## src/rtl/alu8_pkg.sv

```systemverilog
// Shared definitions for the ALU8 arbiter: mode encodings, legality check and FSM states.
package alu8_pkg;

    localparam int unsigned ALU_DW     = 8;
    localparam int unsigned ALU_MODE_W = 3;

    typedef logic [ALU_MODE_W-1:0] mode_t;

    localparam mode_t MODE_ADD  = 3'd0;
    localparam mode_t MODE_AND  = 3'd1;
    localparam mode_t MODE_OR   = 3'd2;
    localparam mode_t MODE_XOR  = 3'd3;
    localparam mode_t MODE_XNOR = 3'd4;

    typedef enum logic [1:0] {IDLE, EXEC, RESP} state_t;

    function automatic logic is_legal_mode(input mode_t mode);
        return mode <= MODE_XNOR;
    endfunction

endpackage

```

## src/rtl/rr_arbiter.sv

```systemverilog
// Combinational round-robin arbiter: one-hot grant to the first valid requester at or after ptr.
module rr_arbiter #(
    parameter int unsigned N  = 2,
    parameter int unsigned PW = (N > 1) ? $clog2(N) : 1
) (
    input  logic [N-1:0]  valid,
    input  logic [PW-1:0] ptr,
    output logic [N-1:0]  grant
);

    logic          found;
    logic [PW-1:0] idx;

    always_comb begin
        grant = '0;
        found = 1'b0;
        idx   = '0;
        for (int i = 0; i < int'(N); i++) begin
            idx = PW'((int'(ptr) + i) % int'(N));
            if (!found && valid[idx]) begin
                grant[idx] = 1'b1;
                found      = 1'b1;
            end
        end
    end

endmodule

```

## src/rtl/alu8_arbiter.sv

```systemverilog
// Shares one combinational ALU8 between NREQ requesters with round-robin grant and
// valid/ready handshakes on both request and response sides.
module alu8_arbiter
    import alu8_pkg::*;
#(
    parameter int unsigned NREQ   = 2,
    parameter int unsigned DW     = 8,
    parameter int unsigned MODE_W = 3
) (
    input  logic                   clk,
    input  logic                   rst,
    input  logic [NREQ-1:0]        req_valid,
    output logic [NREQ-1:0]        req_ready,
    input  logic [NREQ*MODE_W-1:0] req_mode,
    input  logic [NREQ*DW-1:0]     req_a,
    input  logic [NREQ*DW-1:0]     req_b,
    output logic [NREQ-1:0]        rsp_valid,
    input  logic [NREQ-1:0]        rsp_ready,
    output logic [DW-1:0]          rsp_x,
    output logic                   rsp_cout,
    output logic                   rsp_err,
    output logic [MODE_W-1:0]      alu_mode,
    output logic [DW-1:0]          alu_a,
    output logic [DW-1:0]          alu_b,
    output logic                   alu_cin,
    input  logic [DW-1:0]          alu_x,
    input  logic                   alu_cout
);

    localparam int unsigned PW = $clog2(NREQ);

    state_t             state_q, state_d;
    logic [PW-1:0]      ptr_q, ptr_d;
    logic [PW-1:0]      owner_q, owner_d;
    logic [MODE_W-1:0]  mode_q, mode_d;
    logic [DW-1:0]      a_q, a_d, b_q, b_d, x_q, x_d;
    logic               cout_q, cout_d, err_q, err_d;
    logic [NREQ-1:0]    grant;
    logic [PW-1:0]      gidx;

    rr_arbiter #(
        .N  (NREQ),
        .PW (PW)
    ) u_rr (
        .valid (req_valid),
        .ptr   (ptr_q),
        .grant (grant)
    );

    always_comb begin
        gidx = '0;
        for (int i = 0; i < int'(NREQ); i++) begin
            if (grant[i]) gidx = PW'(i);
        end
    end

    always_comb begin
        state_d   = state_q;
        ptr_d     = ptr_q;
        owner_d   = owner_q;
        mode_d    = mode_q;
        a_d       = a_q;
        b_d       = b_q;
        x_d       = x_q;
        cout_d    = cout_q;
        err_d     = err_q;
        req_ready = '0;
        rsp_valid = '0;
        case (state_q)
            IDLE: begin
                // Ready is masked while reset is held so every output reads 0 during reset.
                req_ready = grant & {NREQ{!rst}};
                if (|grant) begin
                    owner_d = gidx;
                    mode_d  = req_mode[gidx*MODE_W +: MODE_W];
                    a_d     = req_a[gidx*DW +: DW];
                    b_d     = req_b[gidx*DW +: DW];
                    state_d = EXEC;
                end
            end
            EXEC: begin
                if (is_legal_mode(mode_q)) begin
                    x_d    = alu_x;
                    cout_d = (mode_q == MODE_ADD) ? alu_cout : 1'b0;
                    err_d  = 1'b0;
                end else begin
                    x_d    = '0;
                    cout_d = 1'b0;
                    err_d  = 1'b1;
                end
                state_d = RESP;
            end
            RESP: begin
                rsp_valid[owner_q] = 1'b1;
                if (rsp_ready[owner_q]) begin
                    ptr_d   = (owner_q == PW'(NREQ - 1)) ? '0 : owner_q + PW'(1);
                    state_d = IDLE;
                end
            end
            default: state_d = IDLE;
        endcase
    end

    always_ff @(posedge clk or posedge rst) begin
        if (rst) begin
            state_q <= IDLE;
            ptr_q   <= '0;
            owner_q <= '0;
            mode_q  <= '0;
            a_q     <= '0;
            b_q     <= '0;
            x_q     <= '0;
            cout_q  <= 1'b0;
            err_q   <= 1'b0;
        end else begin
            state_q <= state_d;
            ptr_q   <= ptr_d;
            owner_q <= owner_d;
            mode_q  <= mode_d;
            a_q     <= a_d;
            b_q     <= b_d;
            x_q     <= x_d;
            cout_q  <= cout_d;
            err_q   <= err_d;
        end
    end

    assign rsp_x    = x_q;
    assign rsp_cout = cout_q;
    assign rsp_err  = err_q;
    assign alu_mode = mode_q;
    assign alu_a    = a_q;
    assign alu_b    = b_q;
    assign alu_cin  = 1'b0;

endmodule

```

## config.mk

```make
export PLATFORM = sky130hd
export DESIGN_NAME = alu8_arbiter
export DESIGN_NICKNAME = d
export VERILOG_FILES = /design/src/rtl/alu8_pkg.sv /design/src/rtl/rr_arbiter.sv /design/src/rtl/alu8_arbiter.sv
export SDC_FILE = /design/constraint.sdc
export NUM_CORES = 1
export LEC_CHECK = 0
export ABC_CLOCK_PERIOD_IN_PS = 2900
export BUFFER_PORTS_ARGS = -buffer_cell sky130_fd_sc_hd__buf_2
export CAP_MARGIN = 20
export CORE_MARGIN = 8
export CORE_UTILIZATION = 48
export DETAILED_ROUTE_END_ITERATION = 8
export GPL_TIMING_DRIVEN = 0
export HOLD_SLACK_MARGIN = 0.06
export PLACE_DENSITY = 0.85
export SLEW_MARGIN = 40
export SYNTH_ARGS = -nofsm -noshare
export SYNTH_HDL_FRONTEND = slang
export SYNTH_SLANG_ARGS = --single-unit
```

## constraint.sdc

```tcl
create_clock -name clk -period 2.9 [get_ports clk]
set_clock_uncertainty 0.05 [all_clocks]
set_input_delay 0.435 -clock clk [delete_from_list [all_inputs] [get_ports clk]]
set_output_delay 0.435 -clock clk [all_outputs]
set_load 0.005 [all_outputs]
```

==> run summary <==
Status = completed
Met3 Usage GRT = 3.64%
GPL Wtd Cong = 0.826
Iter 0 DRT Violations = 73
Drt first pass iters = 4
TritonCTS buffer count = 5
First-pass GRT wire length = 7760 um
Crit-path cells = nor2_2, buf_2, and4_1, buf_2
Async SR Flop Fraction = 100%
Post-Route WL = 4610 um
Final #Nets = 310
Clk slew on worst S/H paths = 100 ps
Synth Instances = 165
CTS tree = yes
Setup TNS = 0 ps
Initial core utilization = 49.5%
Rel. slew slack = 55.5%
Netlist cell types = 29
Crit-path leading delay family = flip-flops
Tcrit/Tclk final = 69.1%
Max VDD drop = 444 uV
Pre-CTS setup slack = 880 ps
Total gr overflow = 0
Leak Pwr = 1.08 nW
Core Region = 3310 sq um
Synth area leaders = dfrtp_1, a31oi_1, nand3_1, o21ai_0, a21oi_2
Hold-fix buffers, CTS = 0
Predominant post-synthesis flop cell = dfrtp_1
Post-layout min period = 2000 ps
Mapped Nets = 218
Syn_area_per_cell = 9.93 sq um
I/O Pins = 87
Clock Tree Root = clkbuf_4
Most common cell in the synthesized netlist = dfrtp_1
Power density cells = 959 nW/um^2
# rows = 21
Post-synth top cells = dfrtp_1, nand3_1, a31oi_1, o21ai_0, a21oi_1
CP max FO = 10
Max-cap violations = 0
Cell taking the most area after synthesis = dfrtp_1
Min-Delay Path Class = input port to asynchronous set/reset pin
Post-CTS setup buffer count = 0
Setup Viol. Count Final = 0
Routed Antenna Nets = 0
Initial antenna violation count = 0
Setup crit end kind = output pin
Post-cts resize count = 0
H-tree level count = 2
Die height = 74.4 um
Clock sink count = 33
Met1 Use GR = 21.7%
Post-DP HPWL = 3480 um
Crit-path max cell delay = 440 ps
Critical setup path kind = flip-flop to output pin
GRT Total Usage = 17.8%
Wirelength per Cell = 15.2 um
Slew Viols, Final = 0
DRC violations left = 0
WP buf/inv = 2
Die W = 74.4 um
Layout cells sized above 1 = 46.9%
Largest net degree at the start of global routing = 35
WP data arrival = 1520 ps
Final hold violation count = 0
Fmax = 499 MHz
# port buffers = 85
Most frequent CP cell = buf_2
CP required = 2410 ps
Layout overhead on the synthesized area = 35.7%
Slew @ Worst Pin = 667 ps
Final worst slack = 897 ps
CP max-delay cell = dfrtp_1
RSZ-0062 raised after global routing = false
Yosys top cell area share = 50.4%
Yosys reg bits = 33
Number of synthesized flops with an enable pin = 0
Via count = 1631
Diodes inserted = 0
Vias per cell = 5.37
Vias in the first global route = 1698
Mapped Area = 1640 sq um
Met2 usage = 29.2%
Clk_lat worst skew = 330 ps
Clock Tree Buf Depth = 2
Die area = 5540 sq um
Worst hold slack = 155 ps
Most Used Layer, Global Route = met2
Critical path launch point type = flip-flop
Seq/Total Area, Yosys = 50.4%
Yosys warning count = 0
state kept, by name, indices dropped and copies added, names as in the netlist:
name      cells
alu_a         8
alu_b         8
rsp_x         8
alu_mode      3
state_q       2
owner_q       1
ptr_q         1
rsp_cout      1
rsp_err       1
stage by stage:
step / instances / cell area [sq um] / total power, W / util (%)
final: 304 / 2220 / 0.00213 / 67.2
after global routing: 304 / 2220 / 0.00230 / 67.2
after detailed placement: 296 / 2120 / 0.00173 / 64.1
after global placement: 296 / 2120 / 0.00171 / 64.1
after floorplan: 165 / 1640 / 0.00136 / -
after CTS: 304 / 2220 / 0.00215 / 67.2
metal layers:
layer,wire (um),vias to the layer above
met5,0,-
met4,99,0
met3,322,9
met2,2300,67
met1,1890,767
li1,-,788
placed cells by master, fill, tap and decap left out, types with 2 or more instances in the layout:
master,instances
a21oi_1,11
a21oi_2,10
a22o_1,8
a31oi_1,19
buf_2,90
buf_4,3
buf_6,3
bufinv_16,2
clkbuf_1,3
clkbuf_4,5
dfrtp_1,33
inv_1,4
inv_2,2
nand2_1,3
nand2b_1,3
nand3_1,20
nor2_1,3
o21ai_0,19
o21ai_1,3
or2_1,2
path summary, 6_finish.rpt:
path | startpoint | cells past startpoint | slack, ps | endpoint
hold reg to reg | rsp_cout | 2 | 440 | rsp_cout
setup / recovery | state_q[1] | 4 | 900 | req_ready[0]
min in group clk | alu_x[6] | 2 | 270 | rsp_x[6]
hold / removal | rst | 2 | 160 | rsp_x[2]
max in group asynchronous | rst | 2 | 2220 | state_q[1]
setup reg to reg | state_q[1] | 3 | 1580 | rsp_x[3]
cells by family after synthesis:
| kind of cell | count (synthesis) | synth area share, % |
|---|---|---|
| AOI/OAI and AO/OA | 74 | 29.8 |
| and+or+nand+nor | 36 | 11.6 |
| DFF | 33 | 50.4 |
| buffers and inverters | 21 | 7.94 |
| other | 1 | 0.229 |
report_power, final:
part,switching [W],internal (W),total [W]
registers,0.000140,0.000670,0.000810
logic,0.000471,0.000430,0.000901
clock network,0.000156,0.000267,0.000423
total,0.000766,0.00137,0.00213
final cells by class:
type | instances | area [sq um]
Timing Repair Buffer | 85 | 425
Sequential cell | 33 | 826
Buffer | 15 | 108
Tap cell | 46 | 57.6
Fill cell | 310 | 1090
Multi-Input combinational cell | 111 | 683
Clock inverter | 3 | 65.1
Inverter | 6 | 22.5
Clock buffer | 5 | 37.5
Note: power is estimated with default switching activity, not from simulation.
